==> src/rtl/adder_tree_pkg.sv <==
// Shared helpers for the pipelined adder tree: width math and a width-generic saturator.
package adder_tree_pkg;

  localparam int unsigned SAT_W  = 64;
  localparam int unsigned SAT_TW = SAT_W + 1;
  localparam int unsigned SAT_IW = 7;

  typedef struct packed {
    logic             clamp;
    logic [SAT_W-1:0] value;
  } sat_res_t;

  function automatic int unsigned clog2(input int unsigned n);
    int unsigned r;
    int unsigned v;
    r = 0;
    v = (n > 0) ? n - 1 : 0;
    while (v > 0) begin
      r = r + 1;
      v = v >> 1;
    end
    return r;
  endfunction

  // Output width of tree level lvl (level 0 is the raw lane width)
  function automatic int unsigned level_w(input int unsigned in_w, input int unsigned lvl);
    return in_w + lvl;
  endfunction

  function automatic int unsigned tree_w(input int unsigned in_w, input int unsigned num_in);
    return level_w(in_w, clog2(num_in));
  endfunction

  // t holds an exact (w+1)-bit sum in its low bits; clamp it to w bits
  function automatic sat_res_t saturate(input logic [SAT_TW-1:0] t, input int unsigned w,
                                        input bit is_signed);
    sat_res_t         r;
    logic [SAT_W-1:0] all_ones;
    logic [SAT_W-1:0] max_pos;
    logic [SAT_W-1:0] min_neg;
    logic [SAT_IW-1:0] msb;
    all_ones = {SAT_W{1'b1}} >> (SAT_W - w);
    max_pos  = all_ones >> 1;
    min_neg  = all_ones & ~max_pos;
    msb      = SAT_IW'(w);
    r.clamp  = 1'b0;
    r.value  = t[SAT_W-1:0] & all_ones;
    if (!is_signed) begin
      if (t[msb]) begin
        r.clamp = 1'b1;
        r.value = all_ones;
      end
    end else if (t[msb] != t[msb - SAT_IW'(1)]) begin
      r.clamp = 1'b1;
      r.value = t[msb] ? min_neg : max_pos;
    end
    return r;
  endfunction

endpackage

==> src/rtl/pipelined_adder_tree_acc_level.sv <==
// One registered level of the adder tree: adds adjacent operand pairs, one bit wider.
module adder_tree_level
  import adder_tree_pkg::*;
#(
  parameter int unsigned N_PAIRS = 4,
  parameter int unsigned W_IN    = 8,
  parameter int unsigned SIGNED  = 0
) (
  input  logic                           clk,
  input  logic                           rst,
  input  logic                           adv,
  input  logic                           in_valid,
  input  logic                           in_last,
  input  logic                           in_ci,
  input  logic [2*N_PAIRS*W_IN-1:0]      in_ops,
  output logic [N_PAIRS*(W_IN+1)-1:0]    out_sums,
  output logic                           out_valid,
  output logic                           out_last
);

  localparam int unsigned W_OUT = level_w(W_IN, 1);
  localparam logic        SX    = (SIGNED != 0);

  logic [N_PAIRS*W_OUT-1:0] sums_c;
  logic [W_IN-1:0]          a;
  logic [W_IN-1:0]          b;

  // Carry-in rides on pair 0 only; the extra bit absorbs it without overflow
  always_comb begin
    sums_c = '0;
    a      = '0;
    b      = '0;
    for (int p = 0; p < int'(N_PAIRS); p++) begin
      a = in_ops[2*p*W_IN +: W_IN];
      b = in_ops[(2*p+1)*W_IN +: W_IN];
      sums_c[p*W_OUT +: W_OUT] = {SX & a[W_IN-1], a} + {SX & b[W_IN-1], b}
                                 + W_OUT'(p == 0 ? in_ci : 1'b0);
    end
  end

  always_ff @(posedge clk or posedge rst) begin
    if (rst) begin
      out_sums  <= '0;
      out_valid <= 1'b0;
      out_last  <= 1'b0;
    end else if (adv) begin
      out_sums  <= sums_c;
      out_valid <= in_valid;
      out_last  <= in_valid & in_last;
    end
  end

endmodule

==> src/rtl/pipelined_adder_tree_acc.sv <==
// Pipelined multi-operand adder tree feeding a saturating per-packet accumulator.
module pipelined_adder_tree_acc
  import adder_tree_pkg::*;
#(
  parameter int unsigned NUM_IN = 8,
  parameter int unsigned IN_W   = 8,
  parameter int unsigned ACC_W  = 16,
  parameter int unsigned SIGNED = 0
) (
  input  logic                     clk,
  input  logic                     rst,
  input  logic                     in_valid,
  output logic                     in_ready,
  input  logic [NUM_IN*IN_W-1:0]   in_data,
  input  logic                     in_ci,
  input  logic                     in_last,
  output logic                     out_valid,
  input  logic                     out_ready,
  output logic [ACC_W-1:0]         out_sum,
  output logic                     out_ovf
);

  localparam int unsigned L      = clog2(NUM_IN);
  localparam int unsigned TREE_W = tree_w(IN_W, NUM_IN);
  localparam int unsigned ACC_TW = ACC_W + 1;
  localparam logic        SX     = (SIGNED != 0);

  logic adv;

  // Whole pipeline moves together; a held result freezes everything upstream
  assign adv      = !out_valid | out_ready;
  assign in_ready = adv;

  for (genvar i = 0; i < int'(L); i++) begin : g_lvl
    localparam int unsigned W_IN    = level_w(IN_W, i);
    localparam int unsigned N_PAIRS = NUM_IN >> (i + 1);

    logic [2*N_PAIRS*W_IN-1:0]   ops;
    logic                        v_in;
    logic                        l_in;
    logic [N_PAIRS*(W_IN+1)-1:0] sums;
    logic                        v_out;
    logic                        l_out;

    if (i == 0) begin : g_first
      assign ops  = in_data;
      assign v_in = in_valid;
      assign l_in = in_last;
    end else begin : g_rest
      assign ops  = g_lvl[i-1].sums;
      assign v_in = g_lvl[i-1].v_out;
      assign l_in = g_lvl[i-1].l_out;
    end

    adder_tree_level #(
      .N_PAIRS(N_PAIRS),
      .W_IN   (W_IN),
      .SIGNED (SIGNED)
    ) u_level (
      .clk      (clk),
      .rst      (rst),
      .adv      (adv),
      .in_valid (v_in),
      .in_last  (l_in),
      .in_ci    ((i == 0) ? in_ci : 1'b0),
      .in_ops   (ops),
      .out_sums (sums),
      .out_valid(v_out),
      .out_last (l_out)
    );
  end

  logic [TREE_W-1:0] tree_sum;
  logic              tree_v;
  logic              tree_l;
  logic [ACC_W-1:0]  acc;
  logic              sticky_ovf;
  logic [ACC_TW-1:0] acc_ext;
  logic [ACC_TW-1:0] tree_ext;
  logic [ACC_TW-1:0] t;
  sat_res_t          sat_r;
  logic [ACC_W-1:0]  sat_val;
  logic              unused_sat_hi;

  assign tree_sum = g_lvl[L-1].sums;
  assign tree_v   = g_lvl[L-1].v_out;
  assign tree_l   = g_lvl[L-1].l_out;

  // One guard bit above ACC_W keeps t exact so the clamp decision is unambiguous
  assign acc_ext  = {SX & acc[ACC_W-1], acc};
  assign tree_ext = {{(ACC_TW - TREE_W){SX & tree_sum[TREE_W-1]}}, tree_sum};
  assign t        = acc_ext + tree_ext;
  assign sat_r    = saturate(SAT_TW'(t), ACC_W, SX);
  assign sat_val  = sat_r.value[ACC_W-1:0];
  assign unused_sat_hi = ^sat_r.value[SAT_W-1:ACC_W];

  always_ff @(posedge clk or posedge rst) begin
    if (rst) begin
      acc        <= '0;
      sticky_ovf <= 1'b0;
      out_valid  <= 1'b0;
      out_sum    <= '0;
      out_ovf    <= 1'b0;
    end else if (adv) begin
      out_valid <= tree_v & tree_l;
      if (tree_v) begin
        if (tree_l) begin
          out_sum    <= sat_val;
          out_ovf    <= sticky_ovf | sat_r.clamp;
          acc        <= '0;
          sticky_ovf <= 1'b0;
        end else begin
          acc        <= sat_val;
          sticky_ovf <= sticky_ovf | sat_r.clamp;
        end
      end
    end
  end

endmodule

==> config.mk <==
export PLATFORM = sky130hd
export DESIGN_NAME = pipelined_adder_tree_acc
export DESIGN_NICKNAME = d
export VERILOG_FILES = /design/src/rtl/adder_tree_pkg.sv /design/src/rtl/pipelined_adder_tree_acc_level.sv /design/src/rtl/pipelined_adder_tree_acc.sv
export SDC_FILE = /design/constraint.sdc
export NUM_CORES = 1
export LEC_CHECK = 0
export BUFFER_PORTS_ARGS = -buffer_cell sky130_fd_sc_hd__buf_2
export CAP_MARGIN = 15
export CORE_ASPECT_RATIO = 0.5
export CORE_MARGIN = 3
export CORE_UTILIZATION = 30
export DETAILED_ROUTE_END_ITERATION = 10
export SLEW_MARGIN = 20
export SYNTH_ARGS = -nofsm -noshare
export SYNTH_HDL_FRONTEND = slang
export SYNTH_HIERARCHICAL = 1
export SYNTH_SLANG_ARGS = --single-unit
export TNS_END_PERCENT = 100
==> constraint.sdc <==
create_clock -name clk -period 3.86 [get_ports clk]
set_clock_uncertainty 0.2 [all_clocks]
set_input_delay 0.386 -clock clk [delete_from_list [all_inputs] [get_ports clk]]
set_output_delay 0.386 -clock clk [all_outputs]
set_load 0.1 [all_outputs]
## Yosys cells after proc, flatten, opt, wreduce, memory -nomap -nowiden

Index checks and enable logic that the tools add are counted.

- Input port bits: 70
- Flip-flop bits (word level): 108
- Output and inout bits: 19

- Bitwise logic cells: 6
- Multiplexer cells: 3
- Add/sub/neg operators: 9
- Reductions and logical operators: 3

Operators with widths:

| kind | count |
|---|---|
| 65-bit two-way mux | 1 |
| 8-bit by 8-bit adder with 9-bit output | 4 |
| 9-bit by 9-bit adder with 10-bit output | 2 |
| 16-bit by 11-bit adder with 17-bit output | 1 |
| 16-bit two-way mux | 1 |
| 10-bit by 10-bit adder with 11-bit output | 1 |
| 9-bit by 1-bit adder with 9-bit output | 1 |
| 1-bit AND | 4 |
| 3-bit AND reduction | 1 |
| 1-bit bitwise OR | 2 |
| 2-bit AND reduction | 1 |
| 1-bit logical NOT | 1 |
| 1-bit two-way mux | 1 |

## Depth between registers and ports, before layout

- Depth after elaboration: 4
- Gate-level depth with buffers: 9
- Gate-level depth less buffers: 8

## Modules after synthesis

The synthesis kept the hierarchy.

By module, submodules not included:

| module | sequential area each (um2) | area each (um2) | cells each | instances |
|---|---|---|---|---|
| adder_tree_level (g_lvl[0].u_level) | 950.9 | 2847.7 | 278 | 1 |
| pipelined_adder_tree_acc | 875.8 | 2085.8 | 234 | 1 |
| adder_tree_level (g_lvl[1].u_level) | 550.5 | 1591.5 | 165 | 1 |
| adder_tree_level (g_lvl[2].u_level) | 325.3 | 923.4 | 91 | 1 |

## Least setup slack after synthesis

No wires, ideal clock.

- Kind: register to register
- From: register out_valid (netlist name)
- To: register acc[11]
- Required time: 3573 ps
- Setup time: 87 ps
- Stages on the path, launching flop included: 7
- Buffers on the path: 1
- Arrival time: 3057 ps
- Slack: 516 ps
- Cell sequence: dfrtp_1 > nand2b_1 > and2_1 > nand2_1 > clkbuf_1 > o21ai_0 > a211oi_2

RTL lines:

| what | RTL line | source |
|---|---|---|
| end signal, assigned | pipelined_adder_tree_acc.sv:113 | `acc <= sat_val;` |
| end, declared | pipelined_adder_tree_acc.sv:76 | `logic [ACC_W-1:0] acc;` |

## Worst setup path after layout

- From: register g_lvl[2].u_level.out_sums[0]
- To: register acc[9]

- Longest elaborated chain between the ends: 3

Ends and longest elaborated chain:

| what | RTL line | source |
|---|---|---|
| start, declared | pipelined_adder_tree_acc_level.sv:16 | `output logic [N_PAIRS*(W_IN+1)-1:0] out_sums,` |
| start signal, assigned | pipelined_adder_tree_acc_level.sv:47 | `out_sums <= sums_c;` |
| 16-bit by 11-bit adder with 17-bit output | pipelined_adder_tree_acc.sv:92 | `assign t = acc_ext + tree_ext;` |
| 65-bit two-way mux | adder_tree_pkg.sv:49 | `if (t[msb]) begin` |
| 16-bit two-way mux | pipelined_adder_tree_acc.sv:107 | `if (tree_l) begin` |

No other way between the ends.
A chain may end at the register's enable or synchronous reset.

==> results by group <==
Yosys
  • Mapped cell area: 0.00745 mm^2
  • Post-synth ARST share: 1.00
  • Post-synthesis xor/xnor area fraction: 0.0235
  • Primary FF master, synth: dfrtp_1
  • Synth unique cells: 77
  • Simple-Gate Fraction of Synth Area: 0.162
  • Post-synthesis compound-gate area fraction: 0.224
  • Mapped Cells: 768
  • Synth warnings: 6
  • Post-synthesis adder-cell area fraction: 0.144
  • Syn Area/Cell: 9.70 um^2
  • Largest family of logic cells by synthesized area: compound AO/OA/AOI/OAI gates
  • FF+latch count, synth: 108
  • Mux cell area share after synthesis: 0.0455
  • Sequential element share of the synthesized area: 0.363
  • EDFF count, synth: 0

Setup path
  • Worst Path Buf+Inv: 0
  • Crit path required time: 3870 ps
  • Worst-path cell chain: ha_1, fa_1, a21o_1, a221oi_1, o311a_4, nor3_2, nor4b_1, nor3_1
  • Crit Path Max Fanout: 15
  • Crit path capture type: flip-flop
  • CP peak stage delay: 610 ps
  • Critical Path Source Type: flip-flop
  • CP delay by family, top: compound AO/OA/AOI/OAI gates
  • WS Path Type: reg -> reg
  • Slowest CP cell: a221oi_1
  • Worst EP arrival: 3150 ps

Finish
  • Fillers: 2,466
  • Commonest non-fill, non-tap cells in the layout: dfrtp_1 (108), buf_2 (88), ha_1 (68)
  • Final net count: 992
  • Area of the multi-input gates: 0.00447 mm^2
  • Post-route cell area: 0.00852 mm^2
  • Layout area overhead: 14.4%
  • Ratio of cells with drive above 1 in the final layout: 0.183
  • Area occupied by registers: 0.00270 mm^2
  • Diode count: 0
  • Post-layout util: 0.353
  • Most common cell after layout, fill and taps aside: dfrtp_1
  • Post-Layout Cell Count: 1,184

STA
  • TNS Setup: 0 ps
  • PnR worst setup slack: 716 ps
  • Worst-Margin Slew: 1010 ps
  • Unrepaired setup endpoints after global routing: no
  • Hold Slack: 74.6 ps
  • Slew Limit Fails: 0
  • Fin crit period: 3140 ps
  • Slew HR: 0.320
  • Final setup violation count: 0
  • Period utilisation layout: 0.814
  • Hold Violations, Final: 0
  • Fmax: 0.318 GHz

Drt
  • Total Wirelength: 17,300 um
  • DRT iter0 DRCs: 379
  • Top sig layer: met4
  • Drt pass-1 iters: 4
  • Met1 WL: 8810 um
  • Detail Route Antenna Nets: 0
  • Met2 wire len: 7600 um
  • DR WL met3: 567 um
  • Vias: 5,958
  • Wire per inst: 14.6 um
  • Vias per cell: 5.03
  • Remaining routing DRC violations: 0

CTS
  • Longest Clk Path Bufs: 2
  • Inserted Clock Buffers: 9
  • PostCTS Resize Cnt: 0
  • Root buffer cell: clkbuf_16
  • Hold Buf Count CTS: 1
  • Clk slew on worst S/H paths: 70 ps
  • CTS tree: built
  • Post-CTS Setup Inserts: 0
  • CTS H-Tree Depth: 3
  • Clock latency on the worst-skew pair: 350 ps
  • Clock sinks: 108

Power and ir drop
  • Design Power: 6.42 mW
  • Peak supply drop: 323 uV
  • Cell Pwr Density: 753 mW/mm^2
  • P_leak: 3.90 nW

Flow run
  • Max-cap viol count: 0

Placed design
  • Post-detail-place hpwl: 13,400 um
  • Port buffer count: 88
  • Placer Congestion: 0.870
  • Worst slack, placed: 753 ps
  • DP Cell Count: 1,167
  • Dpl cell area: 0.00819 mm^2

Floorplan
  • Core ar.: 0.0242 mm^2
  • # rows: 40
  • Die span in x: 229 um
  • Num ports: 89
  • Starting Density: 0.308
  • Full die area: 0.0269 mm^2
  • Die height: 117 um

Worst hold path
  • HP Class: in -> reg

Global routing
  • All-Layer GR Usage: 0.129
  • Largest net degree at the start of global routing: 79
  • Vias in the first global route: 5,983
  • Initial antenna violation count: 0
  • Global-route wire length before repair: 29,400 um
  • Total global routing overflow: 0

Outcome
  • Status: completed
power by group:
group          internal [mW]  total [mW]  switching, mW  leakage [nW]
Sequential              1.54        1.82          0.286          1.29
Clock                  0.572       0.997          0.424         0.156
Combinational           1.37        3.60           2.23          2.45
worst reg2reg max path: cells and delay by family, from the launching register on:
kind            cells  cell delay, ps
fa+ha+maj           2             640
compound gates      3            1140
flops               1             380
simple gates        3             650
synthesized netlist by cell type (all sizes together) (3+ instances only):
| library cell | instances | share of area |
|---|---|---|
| nor4b | 7 | 0.0082 |
| mux2 | 28 | 0.043 |
| nand4 | 6 | 0.0050 |
| buf | 15 | 0.013 |
| a21o | 24 | 0.024 |
| ha | 68 | 0.11 |
| o211ai | 12 | 0.012 |
| nor2 | 55 | 0.028 |
| o31ai | 5 | 0.0064 |
| inv | 31 | 0.016 |
| nand3 | 21 | 0.014 |
| o21bai | 3 | 0.0035 |
| nor4 | 7 | 0.0059 |
| a211oi | 18 | 0.020 |
| nor3 | 19 | 0.013 |
| dfrtp | 108 | 0.36 |
| clkbuf | 16 | 0.0094 |
| nor2b | 17 | 0.016 |
| nand2b | 16 | 0.013 |
| a311oi | 6 | 0.0071 |
| o31a | 5 | 0.0060 |
| o22ai | 7 | 0.0059 |
| o2111a | 4 | 0.0060 |
| nand4b | 8 | 0.0094 |
| or2 | 5 | 0.0042 |
| nand2 | 52 | 0.026 |
| o21a | 18 | 0.018 |
| xor2 | 5 | 0.0059 |
| and3 | 4 | 0.0040 |
| a31oi | 12 | 0.010 |
| or3 | 7 | 0.0059 |
| xnor2 | 15 | 0.018 |
| a211o | 11 | 0.013 |
| fa | 11 | 0.030 |
| nor3b | 4 | 0.0040 |
| a21oi | 53 | 0.039 |
| o21ai | 39 | 0.027 |
| o2111ai | 3 | 0.0035 |
final timing paths:
kind / startpoint / endpoint / slack [ps] / cells after the start
max: g_lvl[2].u_level/out_sums[0]$_DFFE_PP0P_ / acc[9]$_DFFE_PP0P_ / 720 / 8
min: in_valid / g_lvl[0].u_level/out_valid$_DFFE_PP0P_ / 70 / 2
max reg2reg: g_lvl[2].u_level/out_sums[0]$_DFFE_PP0P_ / acc[9]$_DFFE_PP0P_ / 720 / 8
min reg2reg: out_sum[8]$_DFFE_PP0P_ / out_sum[8]$_DFFE_PP0P_ / 280 / 2
max in group asynchronous: rst / g_lvl[0].u_level/out_sums[0]$_DFFE_PP0P_ / 2110 / 4
min in group asynchronous: rst / g_lvl[2].u_level/out_sums[6]$_DFFE_PP0P_ / 470 / 3
layout make-up:
cell class,instances,area share
tap,336,0.0493
sequential,108,0.317
inverter,31,0.0137
clock buffer,9,0.0264
timing repair buffer,94,0.0573
multi-input combinational,599,0.525
clock inverter,7,0.0116
routing by layer:
| metal | GRT usage | vias up |
|---|---|---|
| li1 | - | 3006 |
| met1 | 0.186 | 2836 |
| met2 | 0.201 | 98 |
| met3 | 0.0223 | 18 |
| met4 | 0.0301 | 0 |
| met5 | 0 | - |
logic make-up after synthesis:
| logic type | after synthesis |
|---|---|
| compound gates | 236 |
| xor+xnor | 20 |
| fa+ha+maj | 79 |
| buf+inv | 62 |
| flops | 108 |
| mux | 30 |
| other cells | 1 |
| simple gates | 232 |
state kept, by name (all words and copies together) (netlist names):
register / flops
out_valid: 1
g_lvl.u_level/out_sums: 67
sticky_ovf: 1
g_lvl.u_level/out_last: 3
g_lvl.u_level/out_valid: 3
out_ovf: 1
out_sum: 16
acc: 16
No activity file was read; power rests on OpenSTA's default activity.
